===== src/rtl/seg_scan_bcd_ctrl.sv =====
// N-digit multiplexed 7-segment driver with a one-bit-per-clock double-dabble BCD converter.
// Optional macro SEG_LEADING_ZERO_BLANK_EN blanks digits above the most significant non-zero digit.
module seg_scan_bcd_ctrl #(
    parameter int NUM_DIGITS     = 8,
    parameter int BIN_W          = 32,
    parameter int SCAN_DIV       = 1024,
    parameter bit COM_ACTIVE_LOW = 1'b1,
    parameter bit SEG_ACTIVE_LOW = 1'b1
) (
    input  logic                  CLK,
    input  logic                  RST,
    input  logic [BIN_W-1:0]      BINARY_SCORE,
    input  logic                  SCORE_LOAD,
    output logic                  CONV_BUSY,
    output logic                  CONV_DONE,
    output logic                  OVERFLOW,
    output logic [NUM_DIGITS-1:0] AR_COM,
    output logic [6:0]            AR_SEG
);

    localparam int BCD_W = 4 * NUM_DIGITS;
    localparam int CNT_W = $clog2(BIN_W + 1);
    localparam int PRE_W = (SCAN_DIV > 2) ? $clog2(SCAN_DIV) : 1;
    localparam int IDX_W = (NUM_DIGITS > 1) ? $clog2(NUM_DIGITS) : 1;
    localparam logic [PRE_W-1:0]      PRE_LAST = PRE_W'(SCAN_DIV - 1);
    localparam logic [IDX_W-1:0]      IDX_LAST = IDX_W'(NUM_DIGITS - 1);
    localparam logic [CNT_W-1:0]      CNT_INIT = CNT_W'(BIN_W);
    localparam logic [CNT_W-1:0]      CNT_ONE  = CNT_W'(1);
    localparam logic [NUM_DIGITS-1:0] COM_OFF  = COM_ACTIVE_LOW ? '1 : '0;
    localparam logic [6:0]            SEG_OFF  = SEG_ACTIVE_LOW ? '1 : '0;

    typedef enum logic [1:0] {IDLE, SHIFT, COMMIT} state_t;

    state_t                     state, state_next;
    logic [BIN_W-1:0]           bin_sr, bin_sr_next;
    logic [BCD_W-1:0]           bcd, bcd_next, bcd_adj;
    logic [CNT_W-1:0]           cnt, cnt_next;
    logic                       ovf_work, ovf_work_next;
    logic                       pending, pending_next;
    logic [NUM_DIGITS-1:0][3:0] digits, digits_next;
    logic                       ovf, ovf_next;
    logic                       done, done_next;

    logic [PRE_W-1:0]           pre;
    logic [IDX_W-1:0]           idx;
    logic [NUM_DIGITS-1:0]      com_reg, com_sel;
    logic [6:0]                 seg_reg, seg_lit;
    logic [3:0]                 cur_digit;

    always_ff @(posedge CLK) begin
        if (RST) begin
            state    <= IDLE;
            bin_sr   <= '0;
            bcd      <= '0;
            cnt      <= '0;
            ovf_work <= 1'b0;
            pending  <= 1'b0;
            digits   <= '0;
            ovf      <= 1'b0;
            done     <= 1'b0;
        end else begin
            state    <= state_next;
            bin_sr   <= bin_sr_next;
            bcd      <= bcd_next;
            cnt      <= cnt_next;
            ovf_work <= ovf_work_next;
            pending  <= pending_next;
            digits   <= digits_next;
            ovf      <= ovf_next;
            done     <= done_next;
        end
    end

    always_comb begin
        bcd_adj = bcd;
        for (int unsigned i = 0; i < NUM_DIGITS; i++) begin
            if (bcd[4*i +: 4] >= 4'd5) bcd_adj[4*i +: 4] = bcd[4*i +: 4] + 4'd3;
        end
    end

    always_comb begin
        state_next    = state;
        bin_sr_next   = bin_sr;
        bcd_next      = bcd;
        cnt_next      = cnt;
        ovf_work_next = ovf_work;
        pending_next  = pending;
        digits_next   = digits;
        ovf_next      = ovf;
        done_next     = 1'b0;
        unique case (state)
            IDLE: begin
                if (SCORE_LOAD || pending) begin
                    bin_sr_next   = BINARY_SCORE;
                    bcd_next      = '0;
                    ovf_work_next = 1'b0;
                    pending_next  = 1'b0;
                    cnt_next      = CNT_INIT;
                    state_next    = SHIFT;
                end
            end
            SHIFT: begin
                // A carry out of the top nibble means the value needs more digits than fitted.
                bcd_next      = {bcd_adj[BCD_W-2:0], bin_sr[BIN_W-1]};
                bin_sr_next   = {bin_sr[BIN_W-2:0], 1'b0};
                ovf_work_next = ovf_work | bcd_adj[BCD_W-1];
                cnt_next      = cnt - CNT_ONE;
                if (cnt == CNT_ONE) state_next = COMMIT;
                if (SCORE_LOAD) pending_next = 1'b1;
            end
            COMMIT: begin
                digits_next = bcd;
                ovf_next    = ovf_work;
                done_next   = 1'b1;
                state_next  = IDLE;
                if (SCORE_LOAD) pending_next = 1'b1;
            end
            default: state_next = IDLE;
        endcase
    end

`ifdef SEG_LEADING_ZERO_BLANK_EN
    logic [NUM_DIGITS-1:0] blank, blank_next;
    logic                  seen_nz;

    always_comb begin
        blank_next = '0;
        seen_nz    = 1'b0;
        for (int unsigned k = 0; k < NUM_DIGITS; k++) begin
            seen_nz = seen_nz | (bcd[4*(NUM_DIGITS-1-k) +: 4] != 4'd0);
            blank_next[NUM_DIGITS-1-k] = !seen_nz && (k != NUM_DIGITS - 1);
        end
    end

    always_ff @(posedge CLK) begin
        if (RST) blank <= ~NUM_DIGITS'(1);
        else if (state == COMMIT) blank <= blank_next;
    end
`endif

    always_comb begin
        cur_digit = digits[idx];
        com_sel   = NUM_DIGITS'(1) << idx;
        unique case (cur_digit)
            4'd0:    seg_lit = 7'b0111111;
            4'd1:    seg_lit = 7'b0000110;
            4'd2:    seg_lit = 7'b1011011;
            4'd3:    seg_lit = 7'b1001111;
            4'd4:    seg_lit = 7'b1100110;
            4'd5:    seg_lit = 7'b1101101;
            4'd6:    seg_lit = 7'b1111101;
            4'd7:    seg_lit = 7'b0000111;
            4'd8:    seg_lit = 7'b1111111;
            4'd9:    seg_lit = 7'b1101111;
            default: seg_lit = 7'b0000000;
        endcase
`ifdef SEG_LEADING_ZERO_BLANK_EN
        if (blank[idx]) seg_lit = 7'b0000000;
`endif
        if (ovf) seg_lit = 7'b1000000;
    end

    always_ff @(posedge CLK) begin
        if (RST) begin
            pre     <= '0;
            idx     <= '0;
            com_reg <= COM_OFF;
            seg_reg <= SEG_OFF;
        end else begin
            if (pre == PRE_LAST) begin
                pre <= '0;
                idx <= (idx == IDX_LAST) ? '0 : idx + IDX_W'(1);
            end else begin
                pre <= pre + PRE_W'(1);
            end
            com_reg <= COM_ACTIVE_LOW ? ~com_sel : com_sel;
            seg_reg <= SEG_ACTIVE_LOW ? ~seg_lit : seg_lit;
        end
    end

    assign CONV_BUSY = (state != IDLE);
    assign CONV_DONE = done;
    assign OVERFLOW  = ovf;
    assign AR_COM    = com_reg;
    assign AR_SEG    = seg_reg;

endmodule


===== config.mk =====
export PLATFORM = sky130hd
export DESIGN_NAME = seg_scan_bcd_ctrl
export DESIGN_NICKNAME = d
export VERILOG_FILES = /design/src/rtl/seg_scan_bcd_ctrl.sv
export SDC_FILE = /design/constraint.sdc
export NUM_CORES = 1
export LEC_CHECK = 0
export CAP_MARGIN = 0
export CORE_MARGIN = 2
export CORE_UTILIZATION = 62
export DETAILED_ROUTE_END_ITERATION = 8
export PLACE_DENSITY = 0.85
export SLEW_MARGIN = 30
export SYNTH_ARGS = -nofsm -noshare
export SYNTH_HDL_FRONTEND = slang
export SYNTH_SLANG_ARGS = --single-unit

===== constraint.sdc =====
create_clock -name CLK -period 6.4 [get_ports CLK]
set_input_delay 1.28 -clock CLK [delete_from_list [all_inputs] [get_ports CLK]]
set_output_delay 1.28 -clock CLK [all_outputs]
set_load 0.005 [all_outputs]

==> results.sh <==
export IMPL_r2r_setup_slack_ns=3.57
export IMPL_cts_made_buffers=17
export IMPL_leakage_nw=2.74
export IMPL_cts_resized=0
export IMPL_ir_drop_mv=0.289
export IMPL_cap_violations=0
export IMPL_globalplace_congestion=0.901
export IMPL_io_pins=53
export IMPL_numClockSinks=136
export IMPL_ctsRootBufferMaster="clkbuf_8"
export IMPL_slew_limit_headroom=0.466
export IMPL_grt_ovfl_total=0
export IMPL_worst_pin_slew_ns=0.801
export IMPL_syn_to_final_growth_pct=18.2
export IMPL_dr_pass1_iters=7
export IMPL_hold_ws_ns=0.470
export IMPL_setup_viol=0
export IMPL_end_kind="output pin"
export IMPL_cts_hold_buf=0
export IMPL_cts_path_max_buffers=2
export IMPL_critPathMaxFanout=4
export IMPL_io_buffers=52
export IMPL_antennaDiodeCount=0
export IMPL_rsz0062_at_grt="false"
export IMPL_initial_core_util=0.633
export IMPL_nets=749
export IMPL_rows=36
export IMPL_power_frac_seq=0.387
export IMPL_grt_max_degree=78
export IMPL_crit_arrival_ns=1.98
export IMPL_netlist_area_um2=6100
export IMPL_cts_setup_buffers=0
export IMPL_routed_wl_um=13200
export IMPL_cp_common_cell="inv_1"
export IMPL_ys_warn_count=0
export IMPL_worst_setup_path_start_kind="flip-flop"
export IMPL_final_layout_size_suffix_gt1_frac=0.0679
export IMPL_critPathSlowestCell="clkdlybuf4s50_1"
export IMPL_run_status="finished, final reports clean"
export IMPL_wl_per_cell_um=16.0
export IMPL_yosysSeqAreaShare=0.446
export IMPL_ant_nets=0
export IMPL_fp_dieH_um=103
export IMPL_dieArea_um2=10600
export IMPL_clock_skew_ns=0.00655
export IMPL_design_core_area_um2=9640
export IMPL_switching_power_w=0.000859
export IMPL_vias_per_cell=5.88
export IMPL_grt_usage=0.261
export IMPL_p_int_w=0.00175
export IMPL_hpwl_um=8320
export IMPL_slew_violations=0
export IMPL_worstSkewPairLatency_ns=0.52
export IMPL_grt_pass1_vias=4507
export IMPL_clock_fmax_ghz=0.306
export IMPL_comb_power_share=0.277
export IMPL_ys_types=41
export IMPL_h_tree_depth=4
export IMPL_drtIter0Drc=410
export IMPL_powerDensity_nw_per_um2=363
export IMPL_grt_pass1_wl_um=21500
export IMPL_worstPathRequired_ns=5.12
export IMPL_p_sw_frac=0.329
export IMPL_fin_crit_sh=0.510
export IMPL_path_cells="inv_1 -> ha_1 -> inv_1 -> clkdlybuf4s50_1"
export IMPL_cts_clk_slew_worst_paths_ns=0.06
export IMPL_syn_inst=642
export IMPL_period_needed_ns=3.26
export IMPL_ys_ff_latch=136
export IMPL_crit_type="reg2out"
export IMPL_fp_dieW_um=103
export IMPL_setup_tns_ns=0
export IMPL_antenna_found_initial=0
export IMPL_drc=0
export IMPL_cts_tree="built"
export IMPL_vias=4853
export IMPL_avgSynthCellArea_um2=9.50
export IMPL_crit_path_max_incr_delay_ns=0.52
export IMPL_finalHoldViolCount=0
export IMPL_pwr_share_clk=0.336
export IMPL_syn_nets=712
export IMPL_holdCritPathClass="reg2reg"
[layout by cell type, fill, tap and decap left out, types with 17 or more instances in the layout]
cell type,count
mux2i_1,56
a222oi_1,21
ha_1,34
a22oi_1,18
nand2_1,17
dfxtp_1,136
inv_1,29
clkdlybuf4s50_1,51
o21ai_0,22
nor2_1,118
a21oi_1,33
[worst paths after layout]
| check | to | from | depth (start not counted) |
|---|---|---|---|
| worst max register to register | AR_SEG[6]$_SDFF_PP1_ | idx[0]$_SDFFE_PP0N_ | 7 |
| worst max-delay path | CONV_BUSY | state[0]$_SDFFE_PP0P_ | 4 |
| worst min-delay path | pre[0]$_SDFF_PP0_ | pre[0]$_SDFF_PP0_ | 1 |
| worst min register to register | pre[0]$_SDFF_PP0_ | pre[0]$_SDFF_PP0_ | 1 |
[area by class of cell]
| type | count | area (um2) |
|---|---|---|
| Fill cell | 641 | 2430 |
| Timing Repair Buffer | 57 | 556 |
| Tap cell | 133 | 166 |
| Clock inverter | 9 | 75.1 |
| Sequential cell | 136 | 2720 |
| Clock buffer | 23 | 457 |
| Inverter | 29 | 109 |
| Multi-Input combinational cell | 438 | 3120 |
[cells by family after synthesis]
| kind of cell | share of synthesized area |
|---|---|
| buffers and inverters | 0.0451 |
| and+or+nand+nor | 0.146 |
| AOI/OAI and AO/OA | 0.122 |
| xor gates and xnor gates | 0.0402 |
| DFF | 0.446 |
| adders and majority gates | 0.0718 |
| muxes | 0.129 |
[state kept, by name, summed over array words and instances (netlist names)]
name,count
bcd,32
bin_sr,32
digits,32
pre,10
AR_COM,8
AR_SEG,7
cnt,6
idx,3
state,2
CONV_DONE,1
OVERFLOW,1
ovf_work,1
pending,1
[routing by layer]
| layer | part of all wire | up-vias | GRT usage |
|---|---|---|---|
| met2 | 0.50 | 170 | 0.439 |
| met4 | 0.024 | 0 | 0.122 |
| li1 | - | 2322 | - |
| met1 | 0.42 | 2334 | 0.321 |
| met3 | 0.050 | 27 | 0.0591 |
| met5 | 0 | - | 0 |
[synth_stat cells]
library cell	n	area, um2
a21boi_1	1	7.51
mux2_2	2	22.5
buf_1	1	3.75
o21bai_1	1	7.51
nor2b_1	1	6.26
and4_1	2	17.5
buf_6	1	11.3
nand2b_1	12	75.1
or2_0	1	6.26
inv_1	29	109
nor3b_1	8	60.1
nor4_2	1	12.5
a31oi_1	2	12.5
a211oi_1	10	75.1
nand3_1	13	65.1
mux4_1	2	52.6
nor3_2	1	10.0
xor2_1	16	140
ha_1	35	438
dfxtp_1	136	2720
o21a_1	2	15.0
or3_1	1	6.26
mux4_2	6	135
clkbuf_1	27	101
nand2_1	17	63.8
and3_1	1	6.26
o21ai_1	1	5.00
buf_2	10	50.1
mux2i_1	56	561
o21ai_0	22	110
a21oi_1	33	165
nor2_1	118	443
nor4_1	2	12.5
a22oi_1	18	135
or3b_1	1	8.76
nor3_1	14	70.1
mux2_4	1	15.0
nand4_1	3	18.8
a222oi_1	21	210
and2_1	1	6.26
xnor2_1	12	105
[worst max-delay path, delay by kind of cell (launching register included)]
family / cells / cell delay, ns
fa+ha+maj: 1 / 0.29
flops: 1 / 0.39
buf+inv: 3 / 0.78
[through the flow]
stage                util  setup slack [ns]  cell area (um2)  std cells  power (W)
floorplan               -              3.83             6100        642    0.00155
global placement    0.692              3.04             6670        793    0.00168
detailed placement  0.693              2.97             6680        793    0.00173
CTS                 0.748              3.13             7210        825    0.00262
global route        0.748              3.04             7210        825    0.00273
finish              0.748              3.14             7210        825    0.00261
[power groups by stage]
stage / clock, W / sequential (W) / combinational [W]
floorplan: 0 / 0.00101 / 0.000540
global placement: 0 / 0.00102 / 0.000665
detailed placement: 0 / 0.00102 / 0.000706
CTS: 0.000888 / 0.00101 / 0.000720
global route: 0.000928 / 0.00102 / 0.000784
finish: 0.000879 / 0.00101 / 0.000724
Power figures use the tool's default switching activity.
